===== config.mk =====
export PLATFORM = sky130hd
export DESIGN_NAME = control_unit_flat
export DESIGN_NICKNAME = d
export VERILOG_FILES = /design/src/rtl/control_unit_if.sv /design/src/rtl/control_unit.sv /design/src/flat_wrapper.sv
export SDC_FILE = /design/constraint.sdc
export NUM_CORES = 1
export LEC_CHECK = 0
export ABC_AREA = 1
export ABC_CLOCK_PERIOD_IN_PS = 2000
export CORE_AREA = 2 2 39 41
export CTS_BUF_LIST = sky130_fd_sc_hd__clkbuf_8
export DETAILED_ROUTE_END_ITERATION = 10
export DIE_AREA = 0 0 41 43
export DONT_BUFFER_PORTS = 1
export HOLD_SLACK_MARGIN = 0.05
export MAX_ROUTING_LAYER = met4
export SYNTH_ARGS = -nofsm -noshare
export SYNTH_HDL_FRONTEND = slang
export SYNTH_SLANG_ARGS = --single-unit

===== constraint.sdc =====
create_clock -name clk -period 2 [get_ports clk]
set_clock_uncertainty 0.05 [all_clocks]
set_input_delay 0.2 -clock clk [delete_from_list [all_inputs] [get_ports clk]]
set_output_delay 0.2 -clock clk [all_outputs]
set_load 0.05 [all_outputs]

===== src/rtl/control_unit_if.sv =====
// Decode-stage bundle: IF/ID instruction fields in, RV32I control word and illegal status out.
interface control_unit_if;
    logic       instr_valid;
    logic [6:0] op;
    logic [2:0] funct3;
    logic [6:0] funct7;
    logic       register_write;
    logic [1:0] result_src;
    logic       mem_store;
    logic       mem_load;
    logic       branch;
    logic       jal;
    logic       jalr;
    logic [3:0] alu_control;
    logic       alu_src;
    logic [2:0] imm_src;
    logic       illegal;
    logic       illegal_sticky;

    modport master (
        output instr_valid, op, funct3, funct7,
        input  register_write, result_src, mem_store, mem_load, branch, jal, jalr,
        input  alu_control, alu_src, imm_src, illegal, illegal_sticky
    );

    modport slave (
        input  instr_valid, op, funct3, funct7,
        output register_write, result_src, mem_store, mem_load, branch, jal, jalr,
        output alu_control, alu_src, imm_src, illegal, illegal_sticky
    );
endinterface


===== src/rtl/control_unit.sv =====
// RV32I main decoder: combinational control word plus a sticky, clocked illegal-instruction flag.
module control_unit (
    input  logic           clk,
    input  logic           rst,
    control_unit_if.slave  bus
);

    localparam logic [3:0] AluAdd  = 4'b0000;
    localparam logic [3:0] AluSub  = 4'b0001;
    localparam logic [3:0] AluAnd  = 4'b0010;
    localparam logic [3:0] AluOr   = 4'b0011;
    localparam logic [3:0] AluXor  = 4'b0100;
    localparam logic [3:0] AluSll  = 4'b0101;
    localparam logic [3:0] AluSrl  = 4'b0110;
    localparam logic [3:0] AluSra  = 4'b0111;
    localparam logic [3:0] AluSlt  = 4'b1000;
    localparam logic [3:0] AluSltu = 4'b1001;
    localparam logic [3:0] AluImm  = 4'b1010;
    localparam logic [3:0] AluPc   = 4'b1011;

    localparam logic [2:0] ImmI     = 3'b000;
    localparam logic [2:0] ImmS     = 3'b001;
    localparam logic [2:0] ImmB     = 3'b010;
    localparam logic [2:0] ImmJ     = 3'b011;
    localparam logic [2:0] ImmShamt = 3'b100;
    localparam logic [2:0] ImmU     = 3'b101;

    localparam logic [6:0] F7Base = 7'b0000000;
    localparam logic [6:0] F7Alt  = 7'b0100000;

    logic       rw, ms, ml, br, j, jr, asrc, bad;
    logic [1:0] rs;
    logic [3:0] alu;
    logic [2:0] imm;
    logic       sticky_q, sticky_d;

    always_comb begin
        rw   = 1'b0;
        rs   = 2'b00;
        ms   = 1'b0;
        ml   = 1'b0;
        br   = 1'b0;
        j    = 1'b0;
        jr   = 1'b0;
        alu  = AluAdd;
        asrc = 1'b0;
        imm  = ImmI;
        bad  = 1'b0;
        case (bus.op)
            7'b0110111: begin rw = 1'b1; asrc = 1'b1; imm = ImmU; alu = AluImm; end
            7'b0010111: begin rw = 1'b1; asrc = 1'b1; imm = ImmU; alu = AluPc;  end
            7'b1101111: begin j = 1'b1; rw = 1'b1; rs = 2'b10; imm = ImmJ; end
            7'b1100111: begin
                jr = 1'b1; rw = 1'b1; rs = 2'b10; imm = ImmI;
                bad = (bus.funct3 != 3'b000);
            end
            7'b1100011: begin
                br = 1'b1; imm = ImmB; alu = AluSub;
                bad = (bus.funct3 == 3'b010) || (bus.funct3 == 3'b011);
            end
            7'b0000011: begin
                ml = 1'b1; rw = 1'b1; rs = 2'b01; asrc = 1'b1; imm = ImmI;
                bad = (bus.funct3 == 3'b011) || (bus.funct3[2:1] == 2'b11);
            end
            7'b0100011: begin
                ms = 1'b1; asrc = 1'b1; imm = ImmS;
                bad = (bus.funct3 > 3'b010);
            end
            7'b0010011: begin
                rw = 1'b1; asrc = 1'b1;
                case (bus.funct3)
                    3'b000: alu = AluAdd;
                    3'b010: alu = AluSlt;
                    3'b011: alu = AluSltu;
                    3'b100: alu = AluXor;
                    3'b110: alu = AluOr;
                    3'b111: alu = AluAnd;
                    3'b001: begin
                        imm = ImmShamt; alu = AluSll;
                        bad = (bus.funct7 != F7Base);
                    end
                    default: begin // 3'b101: shift right, arithmetic selected by funct7
                        imm = ImmShamt;
                        alu = (bus.funct7 == F7Alt) ? AluSra : AluSrl;
                        bad = (bus.funct7 != F7Base) && (bus.funct7 != F7Alt);
                    end
                endcase
            end
            7'b0110011: begin
                rw = 1'b1;
                if (bus.funct7 == F7Base) begin
                    case (bus.funct3)
                        3'b000:  alu = AluAdd;
                        3'b001:  alu = AluSll;
                        3'b010:  alu = AluSlt;
                        3'b011:  alu = AluSltu;
                        3'b100:  alu = AluXor;
                        3'b101:  alu = AluSrl;
                        3'b110:  alu = AluOr;
                        default: alu = AluAnd;
                    endcase
                end else if (bus.funct7 == F7Alt && bus.funct3 == 3'b000) begin
                    alu = AluSub;
                end else if (bus.funct7 == F7Alt && bus.funct3 == 3'b101) begin
                    alu = AluSra;
                end else begin
                    bad = 1'b1;
                end
            end
            7'b0001111, 7'b1110011: rs = 2'b00; // FENCE/SYSTEM: legal no-ops here
            default: bad = 1'b1;
        endcase

        // Bubbles and unsupported encodings must never write, touch memory or redirect.
        if (!bus.instr_valid || bad) begin
            rw   = 1'b0;
            rs   = 2'b00;
            ms   = 1'b0;
            ml   = 1'b0;
            br   = 1'b0;
            j    = 1'b0;
            jr   = 1'b0;
            alu  = AluAdd;
            asrc = 1'b0;
            imm  = ImmI;
        end

        bus.register_write = rw;
        bus.result_src     = rs;
        bus.mem_store      = ms;
        bus.mem_load       = ml;
        bus.branch         = br;
        bus.jal            = j;
        bus.jalr           = jr;
        bus.alu_control    = alu;
        bus.alu_src        = asrc;
        bus.imm_src        = imm;
        bus.illegal        = bus.instr_valid & bad;
    end

    assign sticky_d = sticky_q | bus.illegal;

    always_ff @(posedge clk or negedge rst) begin
        if (!rst) begin
            sticky_q <= 1'b0;
        end else begin
            sticky_q <= sticky_d;
        end
    end

    assign bus.illegal_sticky = sticky_q;

endmodule


===== src/flat_wrapper.sv =====
// flat-port wrapper written by rule: the top's interface ports become plain ports
module control_unit_flat 
  (clk, rst, bus_instr_valid, bus_op, bus_funct3, bus_funct7, bus_register_write, bus_result_src, bus_mem_store, bus_mem_load, bus_branch, bus_jal, bus_jalr, bus_alu_control, bus_alu_src, bus_imm_src, bus_illegal, bus_illegal_sticky);
  control_unit_if bus_i ();
  input  logic clk;
  input  logic rst;
  input wire logic [$bits(bus_i.instr_valid)-1:0] bus_instr_valid;
  input wire logic [$bits(bus_i.op)-1:0] bus_op;
  input wire logic [$bits(bus_i.funct3)-1:0] bus_funct3;
  input wire logic [$bits(bus_i.funct7)-1:0] bus_funct7;
  output wire logic [$bits(bus_i.register_write)-1:0] bus_register_write;
  output wire logic [$bits(bus_i.result_src)-1:0] bus_result_src;
  output wire logic [$bits(bus_i.mem_store)-1:0] bus_mem_store;
  output wire logic [$bits(bus_i.mem_load)-1:0] bus_mem_load;
  output wire logic [$bits(bus_i.branch)-1:0] bus_branch;
  output wire logic [$bits(bus_i.jal)-1:0] bus_jal;
  output wire logic [$bits(bus_i.jalr)-1:0] bus_jalr;
  output wire logic [$bits(bus_i.alu_control)-1:0] bus_alu_control;
  output wire logic [$bits(bus_i.alu_src)-1:0] bus_alu_src;
  output wire logic [$bits(bus_i.imm_src)-1:0] bus_imm_src;
  output wire logic [$bits(bus_i.illegal)-1:0] bus_illegal;
  output wire logic [$bits(bus_i.illegal_sticky)-1:0] bus_illegal_sticky;
  assign bus_i.instr_valid = bus_instr_valid;
  assign bus_i.op = bus_op;
  assign bus_i.funct3 = bus_funct3;
  assign bus_i.funct7 = bus_funct7;
  assign bus_register_write = bus_i.register_write;
  assign bus_result_src = bus_i.result_src;
  assign bus_mem_store = bus_i.mem_store;
  assign bus_mem_load = bus_i.mem_load;
  assign bus_branch = bus_i.branch;
  assign bus_jal = bus_i.jal;
  assign bus_jalr = bus_i.jalr;
  assign bus_alu_control = bus_i.alu_control;
  assign bus_alu_src = bus_i.alu_src;
  assign bus_imm_src = bus_i.imm_src;
  assign bus_illegal = bus_i.illegal;
  assign bus_illegal_sticky = bus_i.illegal_sticky;
  control_unit u_core (.clk(clk), .rst(rst), .bus(bus_i));
endmodule

==> results of run 1 <==
## cells by family after synthesis
kind of cell	after synthesis	synth area share [%]
simple gates	102	64.8
flops	1	3.76
compound gates	13	12.8
buf+inv	30	18.6
## power breakdown
part | switching [W] | total (W) | internal (W)
sequential | 0 | 0.0000206 | 0.0000206
combinational | 0.0000465 | 0.0000656 | 0.0000191
clock | 0 | 0 | 0
total | 0.0000465 | 0.0000862 | 0.0000397
## cells in the mapped netlist
library cell	number
nor2_2	3
nand2_2	2
nor2_1	39
inv_1	28
o211ai_1	1
nand4_4	1
nor3_1	3
a21oi_4	1
buf_6	1
a21boi_0	1
a22oi_1	1
o21ai_0	3
a31oi_1	1
buf_4	1
nand2_1	43
nand4_1	1
dfrtp_1	1
a21oi_1	5
nand3_1	10
## area by class of cell
class	instances	area, µm²	share of cell area, %
flip-flops and latches	1	25.0	3.07
well taps	16	20.0	2.46
inverters	28	105	12.9
repair buffers	16	135	16.6
multi-input cells	115	529	65.0
## worst paths after layout
check / start / endpoint / slack [ns]
max in group asynchronous: rst / u_core.bus.illegal_sticky / 1.43
min: bus_instr_valid / u_core.bus.illegal_sticky / 0.30
max reg2reg: u_core.bus.illegal_sticky / u_core.bus.illegal_sticky / 1.12
min reg2reg: u_core.bus.illegal_sticky / u_core.bus.illegal_sticky / 0.71
max: bus_op[1] / bus_mem_store / 0.13
min in group asynchronous: rst / u_core.bus.illegal_sticky / 0.37
## routing by layer
metal	share of wire (%)	track usage, %
met1	48	28.2
met2	46	31.9
met3	6.1	1.05
met4	0	0
met5	0	-
## timing repair
item / in CTS / in global routing
hold endpoints to repair: 1 / 0
setup buffers: 0 / 0
gates resized for setup: 0 / 1
hold buffers: 1 / 0
setup endpoints to repair: 0 / 16
## stage by stage
stage | cell area (µm²) | hold slack (ns) | utilization, % | setup WS, ns
after floorplan | 673 | -0.146 | - | -0.0573
after global placement | 800 | -0.146 | 57.8 | 0.186
after detailed placement | 800 | -0.146 | 57.8 | 0.0996
after CTS | 810 | 0.310 | 58.5 | 0.103
after global routing | 815 | 0.318 | 58.9 | 0.00925
final | 815 | 0.305 | 58.9 | 0.130
==> metrics, run 1 <==
status=finished, final reports clean; vias in the first global route=705; layout cells sized above 1=14.4%; first-pass detailed-route iteration total=4; Synth area leaders=nand2_1 24%, nor2_1 22%, inv_1 16%; worst hold path depth=2; placed cells=175; startpoint type of the worst setup path=input pin; Final Power=0.0000862 W; Worst Path Required=1.75 ns; DRT antenna net count=0; die width=41 µm; RSZ-0062 raised after global routing=false; max FFs per register=1; crit path capture type=output port; most common cell after layout, fill and taps aside=nand2_1; Critical Path AT=1.62 ns; Lkg Pwr=0.455 nW; critical path's slowest cell=nand4_4; Syn Std Cell Area=666 µm²; crit path kind=in -> out; Mapped Avg Cell Area=4.56 µm²; die area=0.00176 mm²; Nets=182; VDD IR max=48.6 µV; slew margin rel.=69.2%; IO Count=38; Total GRT Usage=19.8%; Worst-Skew Late Latency=0 ns; Post-Layout Cell Count=176; Clock transition at path regs=0 ns; Max-cap violations=0; detailed-route via count=877; post-route minimum period=1.87 ns; Synth top area share=24.2%; Distinct cells, synth=19; Final Max Tran Viols=0; initial DRC count=29; site row count=14; total grt overflow=0; Buffers & Inverters on Critical Path=2; largest net degree at the start of global routing=16; worst reg2reg path depth=2; cell count after synthesis=146; syn nets=166; Worst Max-Slew Pin Slew=0.461 ns; HPWL after detailed placement=1.46 mm; initial antenna violation count=0; die span in y=43 µm; peak fanout along the critical path=15; CP cell instances=nand2_1 > inv_1 > nand2_1 > a21oi_4 > nor2_1 > nand3_1 > nand4_4 > nor2_1 > buf_4; Setup TNS Final=0 ns; CP delay by family, top=simple AND/OR/NAND/NOR gates; fin crit share=93.5%; leading area contributor after synthesis=nand2_1; drt via density=4.98; Initial Util=48.1%; total of warnings raised by yosys=0; final wirelength=1.71 mm; Crit path depth=9; WL/cell=9.72 µm; number of input and output port buffers inserted=0; power density cells=106 mW/mm²; critical path's largest stage delay=0.25 ns; hold crit path type=in -> reg; endpoints failing setup=0; fillers=150; Ant. Diodes=0; register area share after synthesis=3.76%; P&R area growth vs syn=22.4%; Synth Register Bits=1; core footprint=0.00138 mm²; DRC viols=0; GPL Wtd Cong=0.922; final hold violation count=0; Max Clock Freq=0.535 GHz; commonest cells after routing, fill and taps aside=43 x nand2_1, 38 x nor2_1, 28 x inv_1; global-route wire length before repair=2.61 mm
(Power assumes the default switching activity.)
==> inputs of run 2 (changes only) <==
--- a/config.mk
+++ b/config.mk
@@ -5,8 +5,8 @@
 export SDC_FILE = /design/constraint.sdc
 export NUM_CORES = 1
 export LEC_CHECK = 0
-export ABC_AREA = 1
 export ABC_CLOCK_PERIOD_IN_PS = 2000
+export CAP_MARGIN = 20
 export CORE_AREA = 2 2 39 41
 export CTS_BUF_LIST = sky130_fd_sc_hd__clkbuf_8
 export DETAILED_ROUTE_END_ITERATION = 10
@@ -14,6 +14,7 @@
 export DONT_BUFFER_PORTS = 1
 export HOLD_SLACK_MARGIN = 0.05
 export MAX_ROUTING_LAYER = met4
+export SLEW_MARGIN = 5
 export SYNTH_ARGS = -nofsm -noshare
 export SYNTH_HDL_FRONTEND = slang
 export SYNTH_SLANG_ARGS = --single-unit
==> run 2 against run 1 <==
Effect of this change:
- the run now ends with setup timing left
- cell count shrank 26%
- sequential power is essentially flat
- die area is the same
- critical path type unchanged
- worst hold slack gained 0.063 ns
- synthesized cell count shrank 36%
- combinational power grew 62%
- highest routed layer unchanged
- total power grew 47%
- global-route usage grew 3.8 points
==> metrics, run 2 <==
Clk pwr share=0%; Setup TNS Final=-0.582 ns; total grt overflow=0; largest net degree at the start of global routing=14; first-pass detailed-route iteration total=4; VDD IR max=119 µV; Synth Register Bits=1; global-route wire length before repair=2.97 mm; post-layout util=82.8%; Worst Max-Slew Pin Slew=0.468 ns; Synth top area share=7.45%; Nets=137; Lkg Pwr=0.380 nW; total of warnings raised by yosys=0; detailed-route via count=786; power density cells=111 mW/mm²; P&R area growth vs syn=89.6%; Max-cap violations=0; final wirelength=1.85 mm; sequential share of power=16.3%; vias in the first global route=733; CP delay by family, top=simple AND/OR/NAND/NOR gates; register area share after synthesis=4.14%; EDFF count, synth=0; WL/cell=14.1 µm; leading area contributor after synthesis=nor2_1; most used cell, CP=buf_12; Final Power=0.000127 W; most frequent cell after synthesis=nor2_1; core footprint=0.00138 mm²; Buffers & Inverters on Critical Path=2; Worst-Skew Late Latency=0 ns; Sw Pwr=0.0000577 W; IO Count=38; Syn Std Cell Area=604 µm²; hold crit path type=in -> async; pre-CTS WS=-0.111 ns; Worst Path Required=1.75 ns; syn nets=113; HPWL after detailed placement=1.49 mm; Synth top cells by count=12 x nor2_1, 10 x nand2_1, 5 x nor3_1, 5 x o21ai_0, 4 x a21oi_1; die area=0.00176 mm²; drt via density=6.00; Clock transition at path regs=0 ns; top_reg_cell synth=dfrtp_1; die span in y=43 µm; critical path's slowest cell=nor4b_4; endpoints failing setup=14; Comb pwr share=83.7%; Critical Path AT=1.83 ns; initial antenna violation count=0; status=complete, but fails checks; number of input and output port buffers inserted=0; final worst slack=-0.0805 ns; slew margin rel.=68.8%; commonest cells after routing, fill and taps aside=15 x buf_12, 12 x buf_4, 10 x nand2_1; critical path's largest stage delay=0.31 ns; DRC viols=0; post-route minimum period=2.08 ns; most common cell after layout, fill and taps aside=buf_12; startpoint type of the worst setup path=input pin; cell count after synthesis=93; crit path kind=in -> out; die width=41 µm; Synth area leaders=nor2_1 7.5%, nand2_1 6.2%, a21oi_2 4.3%; Distinct cells, synth=41; Final Max Tran Viols=0; initial DRC count=14; Initial Util=43.7%; layout cells sized above 1=44.3%; RSZ-0062 raised after global routing=true; GPL Wtd Cong=0.815; max FFs per register=1; Post-synth ARST share=100%; fin crit share=104%; DRT antenna net count=0; Mapped Avg Cell Area=6.50 µm²; final hold violation count=0; peak fanout along the critical path=4; Total GRT Usage=23.6%; crit path capture type=output port; Power Internal=0.0000690 W; Ant. Diodes=0; failing checks=setup timing; site row count=14; CP cell instances=nor4_4 > nand2_1 > o2111ai_2 > nor4b_4 > nand3_4 > buf_12 > nor3_4 > buf_12; net switching fraction of the power=45.5%; hold_ws=0.368 ns; Max Clock Freq=0.481 GHz; Post-CTS Setup Inserts=0
==> run 2: stage by stage <==
step | cell area (µm²) | std cells
final | 1150 | 131
after global routing | 1150 | 131
after CTS | 1150 | 131
after detailed placement | 1080 | 130
after global placement | 1080 | 130
after floorplan | 719 | 93
==> run 2: cell families (layout without fill, tap and decap cells) <==
group                  Yosys count  count (layout)  synth area share (%)
AO/OA/AOI/OAI                   28              28                  32.5
XOR/XNOR                         2               2                  2.90
buffers and inverters           11              33                  9.73
flip-flops                       1               1                  4.14
AND/OR/NAND/NOR                 51              51                  50.7
==> run 2: cell type report <==
class | instances | area (µm²)
Multi-Input combinational cell | 81 | 663
Timing Repair Buffer | 30 | 427
Fill cell | 78 | 238
Sequential cell | 1 | 25.0
Tap cell | 16 | 20.0
Inverter | 3 | 11.3
==> run 2: routing by layer <==
| layer | share of wire (%) | track usage (%) | vias to the layer above |
|---|---|---|---|
| met2 | 55 | 41.9 | 32 |
| met3 | 4.7 | 0 | 0 |
| met4 | 0 | 0 | 0 |
| met1 | 41 | 30.5 | 364 |
| met5 | 0 | - | - |
| li1 | - | - | 390 |
==> run 2: path summary, 6_finish.rpt <==
path / cells after the start / slack, ns / from / endpoint
worst max-delay path: 8 / -0.08 / bus_funct7[3] / bus_imm_src[1]
max in group asynchronous: 1 / 1.43 / rst / u_core.bus.illegal_sticky
worst max register to register: 1 / 0.98 / u_core.bus.illegal_sticky / u_core.bus.illegal_sticky
min in group clk: 2 / 0.47 / bus_instr_valid / u_core.bus.illegal_sticky
worst min register to register: 1 / 0.77 / u_core.bus.illegal_sticky / u_core.bus.illegal_sticky
worst min-delay path: 1 / 0.37 / rst / u_core.bus.illegal_sticky
==> run 2: what timing repair did <==
action | CTS | global route
hold buffers | 1 | 0
gates resized for setup | 10 | 0
endpoints found under the hold margin | 1 | 0
cloned | 0 | 0
endpoints found under the setup margin | 16 | 16
pin swaps | 1 | 2
==> run 2: power groups by stage <==
stage / sequential, W / clock [W] / combinational [W]
after CTS: 0.0000206 / 0 / 0.000106
after global routing: 0.0000206 / 0 / 0.000114
after global placement: 0.0000206 / 0 / 0.0000973
after detailed placement: 0.0000206 / 0 / 0.0000988
after floorplan: 0.0000206 / 0 / 0.0000899
final: 0.0000206 / 0 / 0.000106
==> inputs of run 3 (changes only) <==
--- a/config.mk
+++ b/config.mk
@@ -6,7 +6,6 @@
 export NUM_CORES = 1
 export LEC_CHECK = 0
 export ABC_CLOCK_PERIOD_IN_PS = 2000
-export CAP_MARGIN = 20
 export CORE_AREA = 2 2 39 41
 export CTS_BUF_LIST = sky130_fd_sc_hd__clkbuf_8
 export DETAILED_ROUTE_END_ITERATION = 10
==> results of run 3 <==
Final layout, timing and power as in run 2 (identical DEF).
